$ cat src/rtl/stream_demux_pkg.sv
// -----------------------------------------------------------------------------
// stream_demux_pkg
// Shared types and constants for the stream_demux block.
//   demux_state_t : packet-tracking state of the demultiplexer
//   CNT_W         : width of each per-output packet counter (optional feature)
// -----------------------------------------------------------------------------
package stream_demux_pkg;

   typedef enum logic [1:0] {
      S_IDLE,   // waiting for the first beat of a packet
      S_PKT,    // mid-packet, routing to the locked destination
      S_DROP    // mid-packet with an invalid destination, discarding beats
   } demux_state_t;

   localparam int CNT_W = 16;

endpackage

$ cat src/rtl/stream_reg_slice.sv
// -----------------------------------------------------------------------------
// stream_reg_slice
// Single-entry valid/ready hold register carrying {data, last, dest}.
// A beat can be loaded in the same cycle the held beat drains, so a
// continuously-ready consumer sees one beat per cycle.
//
// Ports:
//   clk, rst_n              clock, asynchronous active-low reset
//   in_valid / in_ready     upstream handshake
//   in_data, in_last        upstream payload and end-of-packet flag
//   in_dest                 sideband destination stored with the beat
//   out_full                entry holds a beat
//   out_ready               the consumer selected by out_dest accepts it
//   out_data, out_last      held payload and end-of-packet flag
//   out_dest                held destination
// -----------------------------------------------------------------------------
module stream_reg_slice
   import stream_demux_pkg::*;
#(
   parameter int W  = 8,
   parameter int DW = 1
)(
   input  logic          clk,
   input  logic          rst_n,
   input  logic          in_valid,
   output logic          in_ready,
   input  logic [W-1:0]  in_data,
   input  logic          in_last,
   input  logic [DW-1:0] in_dest,
   output logic          out_full,
   input  logic          out_ready,
   output logic [W-1:0]  out_data,
   output logic          out_last,
   output logic [DW-1:0] out_dest
);

   logic          r_full;
   logic [W-1:0]  r_data;
   logic          r_last;
   logic [DW-1:0] r_dest;

   // Space is available when empty or when the held beat leaves this cycle.
   assign in_ready = !r_full | out_ready;

   // NOTE: sequential state uses non-blocking assignments so every register
   // samples the pre-edge values of its neighbours.
   // NOTE: the payload registers are reset as well, so out_data/out_last read
   // zero after reset instead of stale contents.
   always_ff @(posedge clk or negedge rst_n) begin
      if (!rst_n) begin
         r_full <= 1'b0;
         r_data <= '0;
         r_last <= 1'b0;
         r_dest <= '0;
      end else if (in_valid & in_ready) begin
         // Load wins over drain: a simultaneous drain is replaced, not lost.
         r_full <= 1'b1;
         r_data <= in_data;
         r_last <= in_last;
         r_dest <= in_dest;
      end else if (out_ready) begin
         r_full <= 1'b0;
      end
   end

   assign out_full = r_full;
   assign out_data = r_data;
   assign out_last = r_last;
   assign out_dest = r_dest;

endmodule

$ cat src/rtl/stream_demux.sv
// -----------------------------------------------------------------------------
// stream_demux
// 1-to-N_OUT packet demultiplexer for valid/ready streams. The destination is
// sampled from in_sel on the first beat of a packet and locked for the rest of
// it. Beats pass through one registered hold stage (1-cycle latency, full
// throughput). Packets whose first-beat in_sel >= N_OUT are consumed and
// discarded, with a one-cycle err_sel pulse.
//
// Parameters: N_OUT (2..16) outputs, W data width; SEL_W is derived.
// Ports:
//   clk, rst_n                     clock, asynchronous active-low reset
//   in_valid/in_ready              input handshake
//   in_data, in_last, in_sel       input payload, end-of-packet, destination
//   out_valid[N_OUT]/out_ready     per-output handshake (out_valid one-hot)
//   out_data, out_last             shared payload bus and end-of-packet flag
//   err_sel                        pulse when a packet targets a missing output
//   pkt_count[N_OUT*16]            per-output completed-packet counters,
//                                  present only with STREAM_DEMUX_COUNT_EN
// -----------------------------------------------------------------------------
module stream_demux
   import stream_demux_pkg::*;
#(
   parameter  int N_OUT = 2,
   parameter  int W     = 8,
   localparam int SEL_W = $clog2(N_OUT)
)(
   input  logic               clk,
   input  logic               rst_n,
   input  logic               in_valid,
   output logic               in_ready,
   input  logic [W-1:0]       in_data,
   input  logic               in_last,
   input  logic [SEL_W-1:0]   in_sel,
   output logic [N_OUT-1:0]   out_valid,
   input  logic [N_OUT-1:0]   out_ready,
   output logic [W-1:0]       out_data,
   output logic               out_last,
   output logic               err_sel
`ifdef STREAM_DEMUX_COUNT_EN
   ,output logic [N_OUT*CNT_W-1:0] pkt_count
`endif
);

   demux_state_t     r_state;
   demux_state_t     w_state_nxt;
   logic [SEL_W-1:0] r_dest_lock;
   logic             r_err_sel;

   logic             w_sel_bad;
   logic             w_drop;
   logic             w_in_xfer;
   logic             w_first;
   logic [SEL_W-1:0] w_dest;
   logic             w_slice_valid;
   logic             w_slice_ready;
   logic             w_full;
   logic             w_drain;
   logic [SEL_W-1:0] w_out_dest;

   // One extra bit so N_OUT itself is representable when it is a power of two.
   assign w_sel_bad = ({1'b0, in_sel} >= (SEL_W+1)'(N_OUT));
   assign w_first   = (r_state == S_IDLE);

   // Beats of a bad-destination packet are swallowed regardless of the hold
   // register, so a stalled consumer never blocks discarding.
   assign w_drop        = (r_state == S_DROP) | (w_first & w_sel_bad);
   assign w_dest        = w_first ? in_sel : r_dest_lock;
   assign w_slice_valid = in_valid & !w_drop;
   assign in_ready      = w_drop | w_slice_ready;
   assign w_in_xfer     = in_valid & in_ready;

   stream_reg_slice #(
      .W  (W),
      .DW (SEL_W)
   ) u_slice (
      .clk       (clk),
      .rst_n     (rst_n),
      .in_valid  (w_slice_valid),
      .in_ready  (w_slice_ready),
      .in_data   (in_data),
      .in_last   (in_last),
      .in_dest   (w_dest),
      .out_full  (w_full),
      .out_ready (w_drain),
      .out_data  (out_data),
      .out_last  (out_last),
      .out_dest  (w_out_dest)
   );

   // Decode depends only on registered state, never on out_ready.
   always_comb begin
      // NOTE: every bit gets a default first so no latch is inferred.
      out_valid = '0;
      for (int k = 0; k < N_OUT; k++) begin
         out_valid[k] = w_full & (w_out_dest == SEL_W'(k));
      end
   end

   // Only the targeted consumer's ready can free the hold register.
   assign w_drain = |(out_valid & out_ready);

   always_comb begin
      w_state_nxt = r_state;
      case (r_state)
         S_IDLE: begin
            if (w_in_xfer & !in_last) begin
               w_state_nxt = w_sel_bad ? S_DROP : S_PKT;
            end
         end
         S_PKT, S_DROP: begin
            if (w_in_xfer & in_last) begin
               w_state_nxt = S_IDLE;
            end
         end
         default: w_state_nxt = S_IDLE;
      endcase
   end

   always_ff @(posedge clk or negedge rst_n) begin
      if (!rst_n) begin
         r_state     <= S_IDLE;
         r_dest_lock <= '0;
         r_err_sel   <= 1'b0;
      end else begin
         r_state   <= w_state_nxt;
         r_err_sel <= w_first & w_in_xfer & w_sel_bad;
         if (w_first & w_in_xfer) begin
            r_dest_lock <= in_sel;
         end
      end
   end

   assign err_sel = r_err_sel;

`ifdef STREAM_DEMUX_COUNT_EN
   logic [N_OUT-1:0][CNT_W-1:0] r_pkt_count;

   // Counts completed packets per output; wraps naturally at 2^CNT_W.
   always_ff @(posedge clk or negedge rst_n) begin
      if (!rst_n) begin
         r_pkt_count <= '0;
      end else begin
         for (int k = 0; k < N_OUT; k++) begin
            if (out_valid[k] & out_ready[k] & out_last) begin
               r_pkt_count[k] <= r_pkt_count[k] + CNT_W'(1);
            end
         end
      end
   end

   assign pkt_count = r_pkt_count;
`endif

endmodule

$ cat config.mk
export PLATFORM = sky130hd
export DESIGN_NAME = stream_demux
export DESIGN_NICKNAME = d
export VERILOG_FILES = /design/src/rtl/stream_demux_pkg.sv /design/src/rtl/stream_reg_slice.sv /design/src/rtl/stream_demux.sv
export SDC_FILE = /design/constraint.sdc
export NUM_CORES = 1
export LEC_CHECK = 0
export CAP_MARGIN = 30
export CORE_MARGIN = 2
export CORE_UTILIZATION = 39
export CTS_CLUSTER_SIZE = 28
export DETAILED_ROUTE_END_ITERATION = 7
export PLACE_DENSITY = 0.77
export SLEW_MARGIN = 10
export SYNTH_ARGS = -nofsm -noshare
export SYNTH_HDL_FRONTEND = slang
export SYNTH_SLANG_ARGS = --single-unit
$ cat constraint.sdc
create_clock -name clk -period 1.9 [get_ports clk]
set_clock_uncertainty 0.05 [all_clocks]
set_input_delay 0.19 -clock clk [delete_from_list [all_inputs] [get_ports clk]]
set_output_delay 0.19 -clock clk [all_outputs]
set_load 0.02 [all_outputs]
==> flow_metrics.tcl <==
set metrics [dict create \
    status "completed" \
    multi_input_area_um2 249 \
    io_buffers 26 \
    synth_compound_area_share_pct 5.24 \
    crit_path_end_kind "output pin" \
    fmax_mhz 592 \
    p_int_w 0.000758 \
    p_seq_share_pct 38.6 \
    tightest_slew_ps 553 \
    holdCritPathClass "primary input to asynchronous set/reset pin" \
    crit_type "flop to output pin" \
    p_switching_w 0.000361 \
    synth_nets 57 \
    setup_tns_ps 0 \
    cts_made_buffers 3 \
    drt_first_pass_iters 4 \
    yosys_warnings 0 \
    required_ps 1660 \
    rsz0062_at_grt "false" \
    regArea_um2 327 \
    grt_pass1_wl_um 1920 \
    grt_pass1_vias 431 \
    synthSimpleGateAreaFrac_pct 5.66 \
    cts.path.max_buffers 2 \
    post-place-ws_ps 188 \
    core-area_um2 1470 \
    grt_start_max_net_pins 14 \
    netlist_area_um2 597 \
    synth_top_family_by_area "multiplexers" \
    powerDensity_nw_per_um2 1240 \
    drc 0 \
    mostFrequentLayoutCells "25 x clkdlybuf4s50_1, 12 x dfrtp_1, 9 x mux2_4" \
    peakVddDrop_mv 0.727 \
    antenna_found_initial 0 \
    io_pins 28 \
    dpl.hpwl_um 826 \
    grt.total_usage_pct 13.8 \
    drt-total-wl_um 1070 \
    met1_usage_pct 18.8 \
    rows 14 \
    setup_slack_ps 210 \
    cts.clk_slew.worst_paths_ps 80 \
    cts.htree.levels 1 \
    grt-ovfl-total 0 \
    final.period_utilization_pct 89.0 \
    yosys.cell_types.count 16 \
    hold_violations 0 \
    cts_setup_buffers 0 \
    met2_usage_pct 20.9 \
    yosysSeqAreaShare_pct 54.5 \
    clock_latency_ps 260 \
    synth-seq-cells 13 \
    area_growth_pct 50.7 \
    r2r-start "u_slice.out_dest$_DFFE_PN0P_" \
    crit_fanout 6 \
    die-area_um2 1860 \
    synthCells 42 \
    synthAdderAreaFrac_pct 0 \
    drt-initial-drc-count 4 \
    layout-drive-gt1-share_pct 23.9 \
    power_frac_clock_pct 14.6 \
    gp_congestion 0.745 \
    die_w_um 43.1 \
    fillers 130 \
    layout_commonest_cell "clkdlybuf4s50_1" \
    start_util_pct 40.6 \
    die_h_um 43.1 \
    avgSynthCellArea_um2 14.2 \
    vias 419 \
    r2r_cells 4 \
    met3_usage_pct 4.68 \
    diodes 0 \
    sw_frac_of_total_pct 32.2 \
    vias_per_cell 4.82 \
    relSlewSlack_pct 63.0 \
    layout_min_cycle_time_ps 1690 \
    setup_viol 0 \
    final-max-slew-violation-count 0 \
    wl_per_cell_um 12.3 \
    p_comb_share_pct 46.7 \
    p_leak_nw 0.405 \
    start_kind "flop" \
    cts_root_buf "clkbuf_4" \
    drt.antenna.violating_nets 0 \
    ff2ff_setup_slack_ps 390 \
    critical_path_arrival_ps 1450 \
    nNetsFinal 87 \
    muxShareOfSynthArea_pct 29.6 \
    reg2reg_to "u_slice.out_data[4]$_DFFE_PN0P_" \
    cts_sinks 13 \
    whs_ps 227 \
    synth_xor_area_share_pct 0 \
    busiest_layer "met2" \
    cap_violations 0 \
    cts_tree "yes" \
]
synthesized netlist by cell type:
cell	count	area, um^2
mux2_2	1	11.3
conb_1	1	3.75
mux2i_1	3	30.0
inv_1	2	7.51
buf_4	1	7.51
buf_6	1	11.3
nor2_1	1	3.75
nand2b_1	3	18.8
nand2_1	1	3.75
a21oi_1	2	10.0
o21ai_0	1	5.00
mux2_4	9	135
a21boi_1	1	7.51
o2bb2ai_1	1	8.76
and2_2	1	7.51
dfrtp_1	13	325
registers in the layout, indices dropped and copies added, names as in the netlist:
register	count
u_slice.out_full	1
r_dest_lock	1
u_slice.out_data	8
u_slice.out_dest	1
r_state	1
u_slice.out_last	1
per-layer routing:
metal,part of all wire [%],wire (um)
met1,44,470
met2,50,531
met3,6.4,68
met4,0,0
met5,0,0
power groups by stage:
| stage | Clock [W] | Combinational, W | Sequential [W] |
|---|---|---|---|
| 2_1_floorplan | 0 | 0.000229 | 0.000501 |
| 3_3_place_gp | 0 | 0.000518 | 0.000431 |
| 3_5_place_dp | 0 | 0.000522 | 0.000436 |
| 4_1_cts | 0.000172 | 0.000526 | 0.000430 |
| 5_1_grt | 0.000183 | 0.000554 | 0.000450 |
| 6_report | 0.000164 | 0.000523 | 0.000432 |
worst max-delay path by stage:
stage,from,endpoint,slack [ps],cells past startpoint
global route,u_slice.out_full$_DFFE_PN0P_,out_valid[0],140,3
global placement,out_ready[1],in_ready,210,4
finish,u_slice.out_full$_DFFE_PN0P_,out_valid[0],210,3
floorplan,u_slice.out_dest$_DFFE_PN0P_,u_slice.out_data[0]$_DFFE_PN0P_,530,4
detailed placement,out_ready[1],in_ready,190,4
CTS,u_slice.out_dest$_DFFE_PN0P_,in_ready,10,3
cells by family (layout without fill, tap and decap cells):
family | Yosys count | count (layout)
compound gates | 5 | 5
other cells | 1 | 1
mux | 13 | 13
flops | 13 | 13
simple gates | 6 | 6
buf+inv | 4 | 33
through the flow:
step                utilization [%]  total power [W]  instances  instance area, um^2
floorplan                         -         0.000730         42                  597
global placement               58.8         0.000949         83                  866
detailed placement             58.8         0.000959         83                  866
CTS                            60.6          0.00113         87                  892
global route                   61.1          0.00119         87                  900
finish                         61.1          0.00112         87                  900
timing repair:
item / in CTS / in global routing
hold buffers: 0 / 0
setup endpoints to repair: 0 / 1
resized for setup: 0 / 3
worst max-delay path, cell delays in order (launching register included):
cell	delay (ps)
dfrtp_1	430
inv_1	80
nor2_1	80
clkdlybuf4s50_1	600
final cells by class:
| cell class | count | area share (%) |
|---|---|---|
| Clock buffer | 4 | 2.92 |
| Inverter | 2 | 0.834 |
| Multi-Input combinational cell | 25 | 27.7 |
| Sequential cell | 13 | 36.3 |
| Tap cell | 16 | 2.23 |
| Timing Repair Buffer | 27 | 30.0 |
No activity file was read; power rests on OpenSTA's default activity.
